==> config.mk <==
export PLATFORM = sky130hd
export DESIGN_NAME = gate3_driver
export DESIGN_NICKNAME = d
export VERILOG_FILES = /design/src/rtl/gate3_driver.sv
export SDC_FILE = /design/constraint.sdc
export NUM_CORES = 1
export LEC_CHECK = 0
export BUFFER_PORTS_ARGS = -buffer_cell sky130_fd_sc_hd__clkbuf_2
export CORE_UTILIZATION = 55
export DETAILED_ROUTE_END_ITERATION = 16
export PLACE_DENSITY = 0.83
export SLEW_MARGIN = 20
export SYNTH_ARGS = -nofsm -noshare
export SYNTH_HDL_FRONTEND = slang
export SYNTH_SLANG_ARGS = --single-unit
==> constraint.sdc <==
create_clock -name Clock -period 4.82 [get_ports Clock]
set_input_delay 0.482 -clock Clock [delete_from_list [all_inputs] [get_ports Clock]]
set_output_delay 0.482 -clock Clock [all_outputs]
set_load 0.01 [all_outputs]
==> src/rtl/gate3_driver.sv <==
// Hazard-button debouncer and blink generator driving a downstream Gate3 cell.
// Define GATE3_DRIVER_SYNC_EN to add a two-flop synchronizer on HazardButton.
module gate3_driver #(
  parameter int DEBOUNCE_CYCLES   = 500000,
  parameter int BLINK_HALF_CYCLES = 12500000
) (
  input  logic Clock,
  input  logic Reset,
  input  logic HazardButton,
  output logic All,
  output logic Blink,
  output logic BlinkTick
);

  localparam int DebW   = $clog2(DEBOUNCE_CYCLES + 1);
  localparam int BlinkW = $clog2(BLINK_HALF_CYCLES);
  localparam logic [DebW-1:0]   DebLast   = DebW'(DEBOUNCE_CYCLES - 1);
  localparam logic [BlinkW-1:0] BlinkLast = BlinkW'(BLINK_HALF_CYCLES - 1);

  typedef enum logic [1:0] {
    RELEASED,
    PRESS_CHECK,
    PRESSED,
    RELEASE_CHECK
  } state_t;

  state_t            state, stateNext;
  logic [DebW-1:0]   debCnt, debCntNext;
  logic [BlinkW-1:0] blinkCnt;
  logic              btnSample;
  logic              pressDone;
  logic              allRise;

`ifdef GATE3_DRIVER_SYNC_EN
  logic syncA, syncB;

  always_ff @(posedge Clock) begin
    if (Reset) begin
      syncA <= 1'b0;
      syncB <= 1'b0;
    end else begin
      syncA <= HazardButton;
      syncB <= syncA;
    end
  end

  assign btnSample = syncB;
`else
  assign btnSample = HazardButton;
`endif

  // Counter holds the number of consecutive samples at the candidate level;
  // the DEBOUNCE_CYCLES-th one completes the transition without storing D.
  always_comb begin
    stateNext  = state;
    debCntNext = debCnt;
    pressDone  = 1'b0;
    case (state)
      RELEASED: begin
        if (btnSample) begin
          stateNext  = PRESS_CHECK;
          debCntNext = DebW'(1);
        end
      end
      PRESS_CHECK: begin
        if (!btnSample) begin
          stateNext  = RELEASED;
          debCntNext = '0;
        end else if (debCnt == DebLast) begin
          stateNext  = PRESSED;
          debCntNext = '0;
          pressDone  = 1'b1;
        end else begin
          debCntNext = debCnt + DebW'(1);
        end
      end
      PRESSED: begin
        if (!btnSample) begin
          stateNext  = RELEASE_CHECK;
          debCntNext = DebW'(1);
        end
      end
      RELEASE_CHECK: begin
        if (btnSample) begin
          stateNext  = PRESSED;
          debCntNext = '0;
        end else if (debCnt == DebLast) begin
          stateNext  = RELEASED;
          debCntNext = '0;
        end else begin
          debCntNext = debCnt + DebW'(1);
        end
      end
      default: begin
        stateNext  = RELEASED;
        debCntNext = '0;
      end
    endcase
  end

  always_ff @(posedge Clock) begin
    if (Reset) begin
      state  <= RELEASED;
      debCnt <= '0;
    end else begin
      state  <= stateNext;
      debCnt <= debCntNext;
    end
  end

  always_ff @(posedge Clock) begin
    if (Reset) begin
      All <= 1'b0;
    end else if (pressDone) begin
      All <= ~All;
    end
  end

  // Entering hazard mode restarts the blink phase; it outranks terminal count.
  assign allRise = pressDone & ~All;

  always_ff @(posedge Clock) begin
    if (Reset) begin
      blinkCnt  <= '0;
      Blink     <= 1'b0;
      BlinkTick <= 1'b0;
    end else if (allRise) begin
      blinkCnt  <= '0;
      Blink     <= 1'b1;
      BlinkTick <= 1'b1;
    end else if (blinkCnt == BlinkLast) begin
      blinkCnt  <= '0;
      Blink     <= ~Blink;
      BlinkTick <= 1'b1;
    end else begin
      blinkCnt  <= blinkCnt + BlinkW'(1);
      BlinkTick <= 1'b0;
    end
  end

endmodule

==> results of run 1 <==
-- per-layer routing --
layer,wire length (um),up-vias,part of all wire [%]
met3,211,10,4.9
met4,80,0,1.9
met5,0,-,0
met1,2080,876,48
li1,-,926,-
met2,1930,46,45
-- how the worst min path moves through the flow --
stage,startpoint,to,slack [ps],cells past startpoint
6_report,blinkCnt[0]$_SDFF_PP0_,blinkCnt[0]$_SDFF_PP0_,500,1
5_1_grt,debCnt[1]$_SDFFE_PP0P_,debCnt[1]$_SDFFE_PP0P_,520,2
4_1_cts,blinkCnt[0]$_SDFF_PP0_,blinkCnt[0]$_SDFF_PP0_,490,1
3_5_place_dp,blinkCnt[0]$_SDFF_PP0_,blinkCnt[0]$_SDFF_PP0_,470,1
3_3_place_gp,blinkCnt[0]$_SDFF_PP0_,blinkCnt[0]$_SDFF_PP0_,450,1
2_1_floorplan,blinkCnt[0]$_SDFF_PP0_,blinkCnt[0]$_SDFF_PP0_,440,1
-- Yosys cell counts, types with 2 or more instances --
library cell  instances  area, um2
nor4_1                5       31.3
nand2_1              21       78.8
a21oi_1               5       25.0
nor3_1                7       35.0
and3_1                2       12.5
o311ai_2              2       32.5
buf_4                 2       15.0
nor2_1               51        191
nand3_1              18       90.1
inv_1                 5       18.8
xnor2_1              15        131
o21a_1                2       15.0
buf_2                 2       10.0
and4_1                7       61.3
ha_1                  2       25.0
nor4bb_1              2       20.0
xor2_1               21        184
nand4_1              15       93.8
dfxtp_1              48        961
clkbuf_1              2       7.51
and2_1                2       12.5
-- registers in the layout, summed over array words and instances, names as in the netlist, named ones only --
| name | count |
|---|---|
| blinkCnt | 24 |
| All | 1 |
| BlinkTick | 1 |
| debCnt | 19 |
| state | 1 |
| Blink | 1 |
-- area by class of cell --
cell class                 instances  area [um2]
clock buffer                       5        68.8
clock inverter                     3        68.8
fill                             307        1520
inverter                           5        18.8
multi-input combinational        201        1280
sequential                        48         961
tap                               50        62.6
timing repair buffer               5        25.0
-- metrics by stage --
stage	total power, mW	cell area (um2)	std cells	worst slack, ps
2_1_floorplan	0.429	2290	260	3020
3_3_place_gp	0.434	2340	309	2730
3_5_place_dp	0.435	2340	309	2580
4_1_cts	0.774	2480	317	2530
5_1_grt	0.793	2480	317	2360
6_report	0.771	2480	317	2500
-- worst max-delay path: stages (launching register included) --
cell and delay (ps):
dfxtp_1 400, ha_1 240, nand4_2 160, nor4_1 450, a211oi_4 180, nor2_1 610
nor2_1 130
-- cell families after synthesis --
| group | count (synthesis) | synth area share, % |
|---|---|---|
| AO/OA/AOI/OAI | 17 | 6.56 |
| multiplexers | 1 | 0.437 |
| adder cells (fa/ha/maj) | 2 | 1.09 |
| buffers and inverters | 11 | 2.24 |
| flip-flops | 48 | 42.0 |
| XOR/XNOR | 37 | 14.5 |
| AND/OR/NAND/NOR | 144 | 33.2 |
-- power breakdown --
| group | internal [mW] | switching, mW | leakage [nW] |
|---|---|---|---|
| Combinational | 0.00628 | 0.0150 | 0.391 |
| Sequential | 0.400 | 0.00448 | 0.388 |
| Clock | 0.209 | 0.137 | 0.0687 |
==> run_results.csv, run 1 <==
group,metric,value,unit
sta,hold_viol,0,
critical_path,reg2reg_slack,2500,ps
grt,grt_pass1_wl,7250,um
clock_tree,cts_resized,0,
grt,grt_use_met1,28.6,%
grt,grt-ovfl-total,0,
finish,diodes,0,
sta,max_clock_freq,431,MHz
floorplan,rows,23,
placement,dp_hpwl,3050,um
floorplan,core_region_area,4000,um2
synthesis,async_flop_share,0,%
sta,holdWs,496,ps
critical_path,start_kind,"flip-flop",
clock_tree,cts_max_level,2,
synthesis,synthFlopType,"dfxtp_1",
clock_tree,cts.path.max_buffers,2,
critical_path,ff2ff_path_depth,6,
finish,layout-drive-gt1-share,9.74,%
power_and_ir_drop,leakage,0.847,nW
finish,final_nets,271,
power_and_ir_drop,powerDensity,311,nW/um2
route,vias,1858,
finish,final_cell_mix,"nor2_1 (51), dfxtp_1 (48), nand2_1 (21), xor2_1 (21), nand3_1 (18)",
grt,busiest_layer,"met2",
critical_path,crit_arrival,2480,ps
finish,area_growth,8.42,%
sta,clock_skew,9.33,ps
synthesis,synth_edf_count,0,
clock_tree,cts_tree,"built",
grt,grt_use_met2,35.1,%
clock_tree,post_cts_buffers,0,
placement,port_buffers,5,
grt,grt_use_met3,3.94,%
critical_path,crit_end,"debCnt[18]$_SDFFE_PP0P_",
route,drt_iter0_markers,112,
run_status,status,"complete, no violations",
route,wl,4310,um
clock_tree,clkTransAtPathRegs,90,ps
synthesis,yosysSeqAreaShare,42.0,%
synthesis,syn_nets,265,
sta,worst_slew_pin_slew,739,ps
power_and_ir_drop,ir_drop,0.227,mV
clock_tree,clkLatencyLatePin,300,ps
sta,maxSlewHeadroom,50.6,%
grt,antenna_found_initial,0,
clock_tree,cts_num_sinks,48,
clock_tree,ctsHoldBuffers,0,
min_path,hp-class,"flip-flop to flip-flop",
route,avgRoutedWirePerCell,13.6,um
floorplan,initial_utilization,57.2,%
floorplan,io_pins,6,
critical_path,critPathLaunch,"debCnt[0]$_SDFFE_PP0P_",
placement,gp_congestion,0.945,
synthesis,postSynthRegisterBits,48,
clock_tree,numCtsBuffers,5,
route,drc_errors,0,
floorplan,dieArea,4420,um2
run,max_cap_viol_count,0,
sta,setup_viol,0,
sta,fin_setup_tns,0,ps
finish,final_util,62.0,%
synthesis,ys_types,45,
sta,finalMaxSlewViolations,0,
sta,rsz0062_at_grt,"false",
sta,min_period_over_period,48.2,%
clock_tree,cts_root_buf,"clkbuf_8",
route,drtAntennaViolNets,0,
floorplan,dieWidth,66.5,um
synthesis,synth_warnings,0,
route,drt_first_pass_iters,4,
grt,grt_max_degree,25,
synthesis,synth_cells,260,
synthesis,avgSynthCellArea,8.80,um2
critical_path,r2r_end,"debCnt[18]$_SDFFE_PP0P_",
critical_path,worstSetupEndpointType,"flip-flop",
grt,grt_pass1_vias,1638,
route,vias_per_cell,5.86,
critical_path,crit_required,4970,ps
synthesis,synth_area,2290,um2
finish,final_common_cell,"nor2_1",
grt,globalRouteTotalUtil,21.8,%
floorplan,fp.dieH,66.5,um
critical_path,cp_max_fo,11,
critical_path,path_class,"flip-flop to flip-flop",
critical_path,rr_startpoint,"debCnt[0]$_SDFFE_PP0P_",
sta,period_needed,2320,ps
Note: power is estimated with default switching activity, not from simulation.
==> run 2, diff against run 1 <==
Settings changed: PLACE_DENSITY 0.83 to 0.85.
Clock period 4.82 ns to 2.01 ns, I/O delays scaled along.
==> run 2 against run 1 <==
Register-to-register slack lost 2400 ps; largest cell class unchanged; global-route usage is 2.1 points higher; hold slack lost 260 ps; design area grew 2.4%.
==> run_results.csv, run 2 (synthesized netlist as in run 1, its figures left out) <==
group,metric,value,unit
route,drtAntennaViolNets,0,
sta,rsz0062_at_grt,"false",
finish,final_cells,325,
clock_tree,cts_num_sinks,48,
critical_path,critPathTopFamily,"simple AND/OR/NAND/NOR gates",
finish,largest_reg_flops,24,
critical_path,cp_num_buf_inv,0,
floorplan,dieArea,4420,um2
critical_path,worstSetupEndpointType,"flip-flop",
placement,port_buffers,5,
route,drt_iter0_markers,122,
floorplan,initial_utilization,57.2,%
clock_tree,cts_root_buf,"clkbuf_8",
grt,grt_pass1_vias,1716,
grt,grt-ovfl-total,0,
critical_path,crit_required,2200,ps
sta,fin_setup_tns,0,ps
grt,globalRouteTotalUtil,23.8,%
route,wl,4600,um
critical_path,crit_arrival,2130,ps
critical_path,start_kind,"flip-flop",
clock_tree,numCtsBuffers,5,
floorplan,rows,23,
sta,min_period_over_period,96.2,%
critical_path,cp_cell_sequence,"ha_2, nand4_2, or4_4, and3_1, a221o_1",
sta,period_needed,1930,ps
route,vias,1889,
power_and_ir_drop,ir_drop,0.624,mV
power_and_ir_drop,powerDensity,696,nW/um2
sta,maxSlewHeadroom,72.6,%
clock_tree,cts_max_level,2,
route,drc_errors,0,
run,max_cap_viol_count,0,
finish,layout-drive-gt1-share,12.7,%
finish,area_growth,11.0,%
route,drt_first_pass_iters,4,
critical_path,cp_max_fo,5,
min_path,hp-class,"primary input to flip-flop",
critical_path,cp_slowest_cell,"or4_4",
sta,clock_skew,3.25,ps
clock_tree,cts_tree,"built",
finish,final_cell_mix,"nor2_1 (51), dfxtp_1 (48), nand2_1 (21), xor2_1 (21), nand3_1 (18)",
run_status,status,"complete, no violations",
route,avgRoutedWirePerCell,14.1,um
sta,hold_viol,0,
sta,setup_viol,0,
clock_tree,cts.path.max_buffers,2,
critical_path,critPathMaxStageDelay,590,ps
finish,final_common_cell,"nor2_1",
sta,worst_slew_pin_slew,407,ps
finish,final_nets,279,
placement,gp_congestion,0.940,
grt,grt_pass1_wl,7890,um
floorplan,fp.dieH,66.5,um
critical_path,path_class,"flip-flop to flip-flop",
finish,largest-register,"blinkCnt",
sta,max_clock_freq,517,MHz
clock_tree,clkTransAtPathRegs,90,ps
power_and_ir_drop,leakage,0.883,nW
grt,antenna_found_initial,0,
finish,diodes,0,
route,vias_per_cell,5.81,
grt,grt_max_degree,25,
floorplan,core_region_area,4000,um2
placement,place_inst,317,
sta,finalMaxSlewViolations,0,
floorplan,io_pins,6,
clock_tree,post_cts_buffers,0,
clock_tree,clkLatencyLatePin,300,ps
finish,top_regs,"blinkCnt (24), debCnt (19)",
power_and_ir_drop,p_total,1.77,mW
placement,dp_hpwl,3160,um
floorplan,dieWidth,66.5,um
[run 2: report_power, final]
group	total [mW]	internal [mW]	switching [mW]
registers	0.968	0.958	0.00952
logic	0.0632	0.0238	0.0395
clock network	0.737	0.407	0.330
[run 2: repair_timing]
action | in CTS | in global routing
gates resized for setup | 0 | 1
endpoints found under the setup margin | 0 | 1
hold buffers | 0 | 0
[run 2: area by class of cell]
cell class | count | area, um2
clock inverter | 2 | 38.8
multi-input combinational | 201 | 1280
tap | 50 | 62.6
timing repair buffer | 13 | 97.6
fill | 288 | 1460
clock buffer | 6 | 82.6
sequential | 48 | 961
inverter | 5 | 18.8
[run 2: path summary, 6_finish.rpt]
check	startpoint	to	slack [ps]	cells past startpoint
setup / recovery	debCnt[0]$_SDFFE_PP0P_	debCnt[16]$_SDFFE_PP0P_	80	5
hold / removal	HazardButton	flip-flop	240	3
setup reg to reg	debCnt[0]$_SDFFE_PP0P_	debCnt[16]$_SDFFE_PP0P_	80	5
hold reg to reg	debCnt[17]$_SDFFE_PP0P_	debCnt[17]$_SDFFE_PP0P_	490	2
[run 2: worst register-to-register path, stage by stage (launching register included)]
cell and delay, ps:
dfxtp_1 400, ha_2 230, nand4_2 150, or4_4 590, and3_1 200, a221o_1 260
[run 2: layer usage]
layer | up-vias | GRT usage, % | wire length (um)
met2 | 30 | 36.0 | 2140
met1 | 913 | 32.1 | 2190
met3 | 7 | 6.16 | 178
li1 | 939 | - | -
met5 | - | 0 | 0
met4 | 0 | 9.84 | 85
[run 2: metrics by stage]
stage | instance area [um2] | util [%] | hold slack (ps) | setup slack (ps)
2_1_floorplan | 2290 | - | 348 | 209
4_1_cts | 2540 | 63.4 | 235 | 84.3
5_1_grt | 2540 | 63.5 | 262 | 2.60
3_5_place_dp | 2420 | 60.4 | 475 | 89.1
3_3_place_gp | 2420 | 60.4 | 470 | 168
6_report | 2540 | 63.5 | 238 | 75.9
